[src/rtl/pwm_audio_out.sv]
// 8-bit PWM speaker driver fed by a 4-entry sample FIFO.
// Each 256-cycle frame latches its duty from the FIFO head; an empty FIFO repeats the last duty and flags underrun.
module pwm_audio_out (
  input  logic       clk,
  input  logic       nRst,
  input  logic       en,
  input  logic [7:0] sample_in,
  input  logic       sample_valid,
  output logic       sample_ready,
  input  logic       clear_underrun,
  output logic       pwm_out,
  output logic       period_start,
  output logic       underrun,
  output logic [2:0] level
);

  // Push handshake: a sample is taken on any edge where sample_valid && sample_ready;
  // sample_ready depends only on registered occupancy, and a refused sample is dropped.

  logic [7:0] r_cnt;
  logic [7:0] r_duty;
  logic [7:0] r_mem [4];
  logic [1:0] r_rd_ptr;
  logic [1:0] r_wr_ptr;
  logic [2:0] r_level;
  logic       r_pwm;
  logic       r_period_start;
  logic       r_underrun;

  logic       w_empty;
  logic       w_full;
  logic       w_wrap;
  logic       w_push;
  logic       w_pop;
  logic [2:0] w_level_next;

  always_comb begin
    w_empty = (r_level == 3'd0);
    w_full  = (r_level == 3'd4);
    w_wrap  = en && (r_cnt == 8'hFF);
    w_push  = sample_valid && !w_full;
    // No bypass: a frame starting on an empty FIFO keeps its duty even if a push lands on the same edge.
    w_pop   = w_wrap && !w_empty;
  end

  always_comb begin
    w_level_next = r_level;
    case ({w_push, w_pop})
      2'b10:   w_level_next = r_level + 3'd1;
      2'b01:   w_level_next = r_level - 3'd1;
      default: w_level_next = r_level;
    endcase
  end

  always_ff @(posedge clk or negedge nRst) begin
    if (!nRst) begin
      for (int i = 0; i < 4; i++) r_mem[i] <= 8'h00;
    end else if (w_push) begin
      r_mem[r_wr_ptr] <= sample_in;
    end
  end

  always_ff @(posedge clk or negedge nRst) begin
    if (!nRst) begin
      r_rd_ptr <= 2'd0;
      r_wr_ptr <= 2'd0;
      r_level  <= 3'd0;
    end else begin
      if (w_push) r_wr_ptr <= r_wr_ptr + 2'd1;
      if (w_pop)  r_rd_ptr <= r_rd_ptr + 2'd1;
      r_level <= w_level_next;
    end
  end

  always_ff @(posedge clk or negedge nRst) begin
    if (!nRst) begin
      r_cnt  <= 8'h00;
      r_duty <= 8'h80;
    end else begin
      if (en)    r_cnt  <= r_cnt + 8'd1;
      if (w_pop) r_duty <= r_mem[r_rd_ptr];
    end
  end

  // pwm_out compares the pre-edge count against the pre-edge duty, so a new duty shows one cycle after period_start.
  always_ff @(posedge clk or negedge nRst) begin
    if (!nRst) begin
      r_pwm          <= 1'b0;
      r_period_start <= 1'b0;
      r_underrun     <= 1'b0;
    end else begin
      r_pwm          <= en && (r_cnt < r_duty);
      r_period_start <= w_wrap;
      if (w_wrap && w_empty)  r_underrun <= 1'b1;
      else if (clear_underrun) r_underrun <= 1'b0;
    end
  end

  assign sample_ready = !w_full;
  assign pwm_out      = r_pwm;
  assign period_start = r_period_start;
  assign underrun     = r_underrun;
  assign level        = r_level;

endmodule

[config.mk]
export PLATFORM = sky130hd
export DESIGN_NAME = pwm_audio_out
export DESIGN_NICKNAME = d
export VERILOG_FILES = /design/src/rtl/pwm_audio_out.sv
export SDC_FILE = /design/constraint.sdc
export NUM_CORES = 1
export LEC_CHECK = 0
export ABC_AREA = 1
export ABC_CLOCK_PERIOD_IN_PS = 4700
export CAP_MARGIN = 0
export CORE_UTILIZATION = 63
export CTS_CLUSTER_SIZE = 14
export DETAILED_ROUTE_END_ITERATION = 10
export PLACE_DENSITY = 0.82
export SYNTH_ARGS = -nofsm -noshare
export SYNTH_HDL_FRONTEND = slang
export SYNTH_SLANG_ARGS = --single-unit
export TNS_END_PERCENT = 1
[constraint.sdc]
create_clock -name clk -period 4.7 [get_ports clk]
set_input_delay 0.94 -clock clk [delete_from_list [all_inputs] [get_ports clk]]
set_output_delay 0.94 -clock clk [all_outputs]
set_load 0.005 [all_outputs]
==> impl_metrics.env, run 1 <==
export IMPL_vias_per_cell=5.34
export IMPL_hold_path_class="reg -> reg"
export IMPL_initialDrtViolationCount=187
export IMPL_grtUsageMet1_pct=35.9
export IMPL_maxCapViolations=0
export IMPL_slew_headroom_pct=42.2
export IMPL_worstMarginPinSlew_ns=0.867
export IMPL_path_max_fanout=13
export IMPL_ys_warn_count=0
export IMPL_cts_hold_buffers=0
export IMPL_synth_mux_area_fraction_pct=0
export IMPL_layout_drive_gt1_share_pct=7.73
export IMPL_cts_htree_levels=3
export IMPL_min_from="r_duty[6]"
export IMPL_syn_num_nets=377
export IMPL_grt_pass1_wl_mm=9.85
export IMPL_avgSynthCellArea_um2=8.48
export IMPL_path_class="in -> reg"
export IMPL_synth_edff_count=0
export IMPL_cts_tree="yes"
export IMPL_status="complete, but fails checks"
export IMPL_die_area_um2=4990
export IMPL_rsz0062_at_grt="false"
export IMPL_synthArstFlopShare_pct=100
export IMPL_synth_top_family_by_area="simple AND/OR/NAND/NOR gates"
export IMPL_synth_fa_ha_area_share_pct=6.16
export IMPL_die_h_um=70.6
export IMPL_postPlaceCellArea_um2=3140
export IMPL_area_growth_synth_to_final_pct=12.4
export IMPL_finalSetupTns_ns=0
export IMPL_coreArea_um2=4440
export IMPL_netlist_area_um2=2970
export IMPL_cp_arrival_ns=3.36
export IMPL_ys_flop_type="dfrtp_1"
export IMPL_reg2regPathDepth=11
export IMPL_dp_hpwl_mm=3.73
export IMPL_reg2reg_slack_ns=2.16
export IMPL_clock_sinks=58
export IMPL_grt_busiest_layer="met2"
export IMPL_power_leakage_nw=1.68
export IMPL_startpoint="en"
export IMPL_cts_reportedPaths_clkPinSlew_ns=0.06
export IMPL_drt_first_pass_iters=8
export IMPL_routedWlPerCell_um=13.2
export IMPL_p_per_area_nw_per_um2=354
export IMPL_grt_ovfl_total=0
export IMPL_endpoint_kind="flip-flop"
export IMPL_cts_buffer_depth=2
export IMPL_drcViolationCount=2
export IMPL_cts_made_buffers=9
export IMPL_yosys_area_share_xor_xnor_pct=2.36
export IMPL_min_period_ns=3.15
export IMPL_port_buffers=19
export IMPL_setup_violations=0
export IMPL_via_count=2281
export IMPL_hold_viol=0
export IMPL_ios=20
export IMPL_grt_pass1_vias=2185
export IMPL_antenna_cells=0
export IMPL_final_nets=397
export IMPL_fp_dieW_um=70.6
export IMPL_drv_slew=0
export IMPL_cp_required_ns=4.91
export IMPL_placementRows=24
export IMPL_netlist_instances=350
export IMPL_cp_start_kind="input port"
export IMPL_final_cell_area_um2=3330
export IMPL_rr_startpoint="r_cnt[1]"
export IMPL_ir_worst_vdd_mv=0.188
export IMPL_grt_use_met2_pct=40.7
export IMPL_cts_setup_buffers=0
export IMPL_synth_compound_area_share_pct=8.60
export IMPL_met3_usage_pct=3.85
export IMPL_fmax_ghz=0.317
export IMPL_ys_seq_area_share_pct=48.9
export IMPL_post_cts_resized=0
export IMPL_antenna_found_initial=0
export IMPL_clk_insertion_delay_late_ns=0.33
export IMPL_hold_depth=2
export IMPL_grt_usage_pct=25.6
export IMPL_r2r_end="level[2]"
export IMPL_synth_distinct_cells=26
export IMPL_yosys_area_share_simple_pct=24.2
export IMPL_routed_wl_mm=5.63
export IMPL_cts_root_buf="clkbuf_8"
export IMPL_period_share_pct=67.1
export IMPL_finClkSkew_ns=0.00766
export IMPL_initial_core_util_pct=66.8
export IMPL_place_gp_congestion=0.786
export IMPL_grt_max_degree=59
export IMPL_detail_route_antenna_nets=0
export IMPL_yosys_register_bits=58
export IMPL_violations="design-rule violations"
export IMPL_crit_end="level[2]"
==> worst max-delay path, cell delays in order <==
cell and delay (ns):
clkdlybuf4s50_1 0.64, nand4_4 0.17, nor2_4 0.30, nand2_2 0.21
inv_1 0.11, ha_1 0.15, inv_1 0.07, fa_1 0.38
a21oi_1 0.14, o21ai_0 0.11, xor2_1 0.15
==> report_power, final <==
part	internal (W)	switching (W)	leakage, nW
Combinational	0.0000693	0.0000785	0.921
Clock	0.000274	0.000189	0.101
Sequential	0.000529	0.0000402	0.653
Total	0.000872	0.000308	1.68
==> worst min-delay path by stage <==
stage          slack (ns)        end
6_report             0.48  r_duty[6]
5_1_grt              0.50  r_duty[6]
4_1_cts              0.48  r_duty[6]
3_5_place_dp         0.47  r_duty[5]
3_3_place_gp         0.47  r_duty[6]
2_1_floorplan        0.45  r_duty[7]
==> cell type report <==
class	instances	area, um2
clock buffer	14	163
clock inverter	2	35.0
fill	330	1110
inverter	53	199
multi-input combinational	228	1230
sequential	58	1450
tap	52	65.1
timing repair buffer	20	193
==> cell usage in the layout (no fill, tap or decap), drive strengths merged <==
cell type,Yosys,layout
nand4,2,2
dfrtp,57,57
nand2,120,120
clkinv,1,2
xor2,6,6
o21ai,35,35
dfstp,1,1
ha,13,13
xnor2,2,2
inv,52,52
o211ai,8,8
nor2,13,13
bufinv,0,1
nor3b,1,1
clkbuf,0,14
clkdlybuf4s50,0,18
fa,1,1
nand3,21,21
nand3b,2,2
buf,11,2
a21oi,4,4
==> through the flow <==
stage	utilization, %	power [W]	setup slack (ns)	std cells	hold WS (ns)
global placement	70.6	0.000719	1.31	411	0.466
detailed placement	70.6	0.000727	1.21	411	0.466
floorplan	-	0.000669	2.20	350	0.446
global route	75.0	0.00123	1.38	427	0.499
finish	75.0	0.00118	1.55	427	0.484
CTS	75.0	0.00118	1.56	427	0.483
==> synth_stat cells (2+ instances only) <==
library cell  instances  area share (%)
a21oi_1               4            0.67
xnor2_1               2            0.59
o21ai_0              35             5.9
dfrtp_1              57              48
xor2_1                6             1.8
buf_2                 5            0.84
nand2_2               3            0.63
nor2_4                5             1.9
inv_1                52             6.6
nor2_1                7            0.89
nand3b_1              2            0.51
buf_6                 5             1.9
nand3_1              20             3.4
o211ai_1              8             2.0
nand2_1             116              15
ha_1                 13             5.5
==> state kept, by name (all words and copies together) (netlist names) <==
name	count
period_start	1
r_cnt	8
underrun	1
r_mem	32
r_wr_ptr	2
r_duty	8
level	3
r_rd_ptr	2
pwm_out	1
==> per-layer routing <==
layer  share of wire [%]  up-vias
met1                  48     1066
met3                 4.8        8
met2                  45       71
met5                   0        -
li1                    -     1136
met4                 1.4        0
==> logic make-up after synthesis <==
logic type	count (synthesis)
XOR/XNOR	8
flip-flops	58
AO/OA/AOI/OAI	47
buffers and inverters	64
adder cells (fa/ha/maj)	14
AND/OR/NAND/NOR	159
No activity file was read; power rests on OpenSTA's default activity.
==> run 2, diff against run 1 <==
--- a/config.mk
+++ b/config.mk
@@ -6,12 +6,12 @@
 export NUM_CORES = 1
 export LEC_CHECK = 0
 export ABC_AREA = 1
-export ABC_CLOCK_PERIOD_IN_PS = 4700
+export ABC_CLOCK_PERIOD_IN_PS = 3000
 export CAP_MARGIN = 0
-export CORE_UTILIZATION = 63
+export CORE_UTILIZATION = 58
 export CTS_CLUSTER_SIZE = 14
 export DETAILED_ROUTE_END_ITERATION = 10
-export PLACE_DENSITY = 0.82
+export PLACE_DENSITY = 0.77
 export SYNTH_ARGS = -nofsm -noshare
 export SYNTH_HDL_FRONTEND = slang
 export SYNTH_SLANG_ARGS = --single-unit
==> constraint.sdc (replaced) <==
create_clock -name clk -period 3 [get_ports clk]
set_input_delay 0.6 -clock clk [delete_from_list [all_inputs] [get_ports clk]]
set_output_delay 0.6 -clock clk [all_outputs]
set_load 0.005 [all_outputs]
==> impl_metrics.env, run 2 (synthesis results as in run 1) <==
export IMPL_antenna_cells=0
export IMPL_layout_drive_gt1_share_pct=8.73
export IMPL_detail_route_antenna_nets=0
export IMPL_finalSetupTns_ns=0
export IMPL_cp_slowest_cell="clkdlybuf4s50_1"
export IMPL_clk_insertion_delay_late_ns=0.32
export IMPL_status="finished clean"
export IMPL_grt_ovfl_total=0
export IMPL_dp_slack_ns=0.224
export IMPL_min_period_ns=2.48
export IMPL_routedWlPerCell_um=13.1
export IMPL_drcViolationCount=0
export IMPL_layout_common_cells="116 x nand2_1, 57 x dfrtp_1, 52 x inv_1, 35 x o21ai_0, 20 x nand3_1"
export IMPL_path_max_fanout=6
export IMPL_initial_core_util_pct=61.6
export IMPL_antenna_found_initial=0
export IMPL_cts_htree_levels=3
export IMPL_routed_wl_mm=5.81
export IMPL_cts_reportedPaths_clkPinSlew_ns=0.06
export IMPL_path_delay_family="buffers and inverters"
export IMPL_via_count=2234
export IMPL_cts_buffer_depth=2
export IMPL_vias_per_cell=5.02
export IMPL_die_h_um=73.5
export IMPL_path_buf_inv=3
export IMPL_hold_viol=0
export IMPL_coreArea_um2=4820
export IMPL_grt_pass1_wl_mm=9.87
export IMPL_dp_hpwl_mm=3.81
export IMPL_cp_required_ns=3.20
export IMPL_placementRows=25
export IMPL_cts_tree="yes"
export IMPL_final_nets=400
export IMPL_cp_arrival_ns=2.68
export IMPL_fp_dieW_um=73.5
export IMPL_endpoint_kind="flip-flop"
export IMPL_final_common_cell="nand2_1"
export IMPL_rr_startpoint="r_cnt[1]"
export IMPL_power_leakage_nw=1.69
export IMPL_cts_made_buffers=9
export IMPL_drv_slew=0
export IMPL_maxCapViolations=0
export IMPL_slew_headroom_pct=51.5
export IMPL_cts_root_buf="clkbuf_8"
export IMPL_hold_path_class="in -> async"
export IMPL_grt_max_degree=59
export IMPL_p_per_area_nw_per_um2=533
export IMPL_area_growth_synth_to_final_pct=13.2
export IMPL_finClkSkew_ns=0.00504
export IMPL_largest_register_ffs=32
export IMPL_fmax_ghz=0.403
export IMPL_ir_worst_vdd_mv=0.294
export IMPL_worstMarginPinSlew_ns=0.727
export IMPL_reg2reg_slack_ns=0.79
export IMPL_setup_violations=0
export IMPL_cts_hold_buffers=0
export IMPL_die_area_um2=5410
export IMPL_drt_first_pass_iters=4
export IMPL_cts_setup_buffers=0
export IMPL_max_stage_delay_ns=0.63
export IMPL_crit_chain="clkdlybuf4s50_1 > nand4_4 > nor2_4 > nand2_2 > inv_1 > ha_1 > inv_1 > fa_1 > a21oi_1 > o21ai_0 > xor2_1"
export IMPL_top_register="r_mem"
export IMPL_rsz0062_at_grt="false"
export IMPL_place_gp_congestion=0.768
export IMPL_reg_largest_list="r_mem: 32 flops, r_cnt: 8 flops, r_duty: 8 flops"
export IMPL_port_buffers=19
export IMPL_post_cts_resized=0
export IMPL_grt_usage_pct=24.5
export IMPL_period_share_pct=82.6
export IMPL_initialDrtViolationCount=227
export IMPL_grt_pass1_vias=2201
export IMPL_startpoint="en"
export IMPL_clock_sinks=58
export IMPL_crit_top_cell="inv_1"
export IMPL_path_class="in -> reg"
export IMPL_ios=20
export IMPL_worst_slack_ns=0.521
export IMPL_cp_start_kind="input port"
export IMPL_post_route_util_pct=69.8
==> run 2: cell count changes in the layout (fill, tap and decap cells not counted) <==
cell and change:
clkinv_2 +1, buf_4 +3, bufinv_16 -1, clkbuf_1 -1, clkbuf_8 +1
==> run 2: worst register-to-register path, cell delays in order, from the launching register on <==
cell,delay [ns]
dfrtp_1,0.42
ha_1,0.24
nand4_4,0.16
nor2_4,0.15
nand2_2,0.06
inv_1,0.07
ha_1,0.14
inv_1,0.07
fa_1,0.38
a21oi_1,0.15
o21ai_0,0.11
xor2_1,0.15
==> run 2: power by group <==
part	internal (W)	switching (W)	leakage, nW
Clock	0.000366	0.000294	0.0965
Combinational	0.000108	0.000128	0.936
Sequential	0.000828	0.0000655	0.653
==> run 2: cell type report <==
| cell class | instances | area [um2] |
|---|---|---|
| fill | 412 | 1460 |
| sequential | 58 | 1450 |
| multi-input combinational | 228 | 1230 |
| timing repair buffer | 23 | 215 |
| inverter | 53 | 199 |
| clock buffer | 14 | 173 |
| tap | 67 | 83.8 |
| clock inverter | 2 | 10.0 |
==> run 2: metrics by stage <==
stage / total power [W] / area, um2 / hold slack (ns) / std cells
after global placement: 0.00112 / 3180 / 0.458 / 429
after CTS: 0.00180 / 3360 / 0.446 / 445
after detailed placement: 0.00114 / 3180 / 0.459 / 429
final: 0.00179 / 3360 / 0.415 / 445
after floorplan: 0.00105 / 2970 / 0.304 / 350
after global routing: 0.00187 / 3360 / 0.494 / 445
==> run 2: final timing paths <==
path	end	cells after the start
worst max-delay path	level[2]	11
worst min-delay path	r_cnt[2]	2
worst max register to register	level[2]	11
worst min register to register	r_duty[7]	2
max in group asynchronous	r_mem[1]	2
min in group clk	r_duty[7]	2
==> run 2: layer usage <==
layer  wire (um)  share of wire, %  global-route usage [%]  vias to the layer above
met2        2740                47                    38.0                       40
met1        2760                48                    33.8                     1048
met3         210               3.6                    3.84                       10
met4         103               1.8                    11.3                        0
li1            -                 -                       -                     1136
met5           0                 0                       0                        -
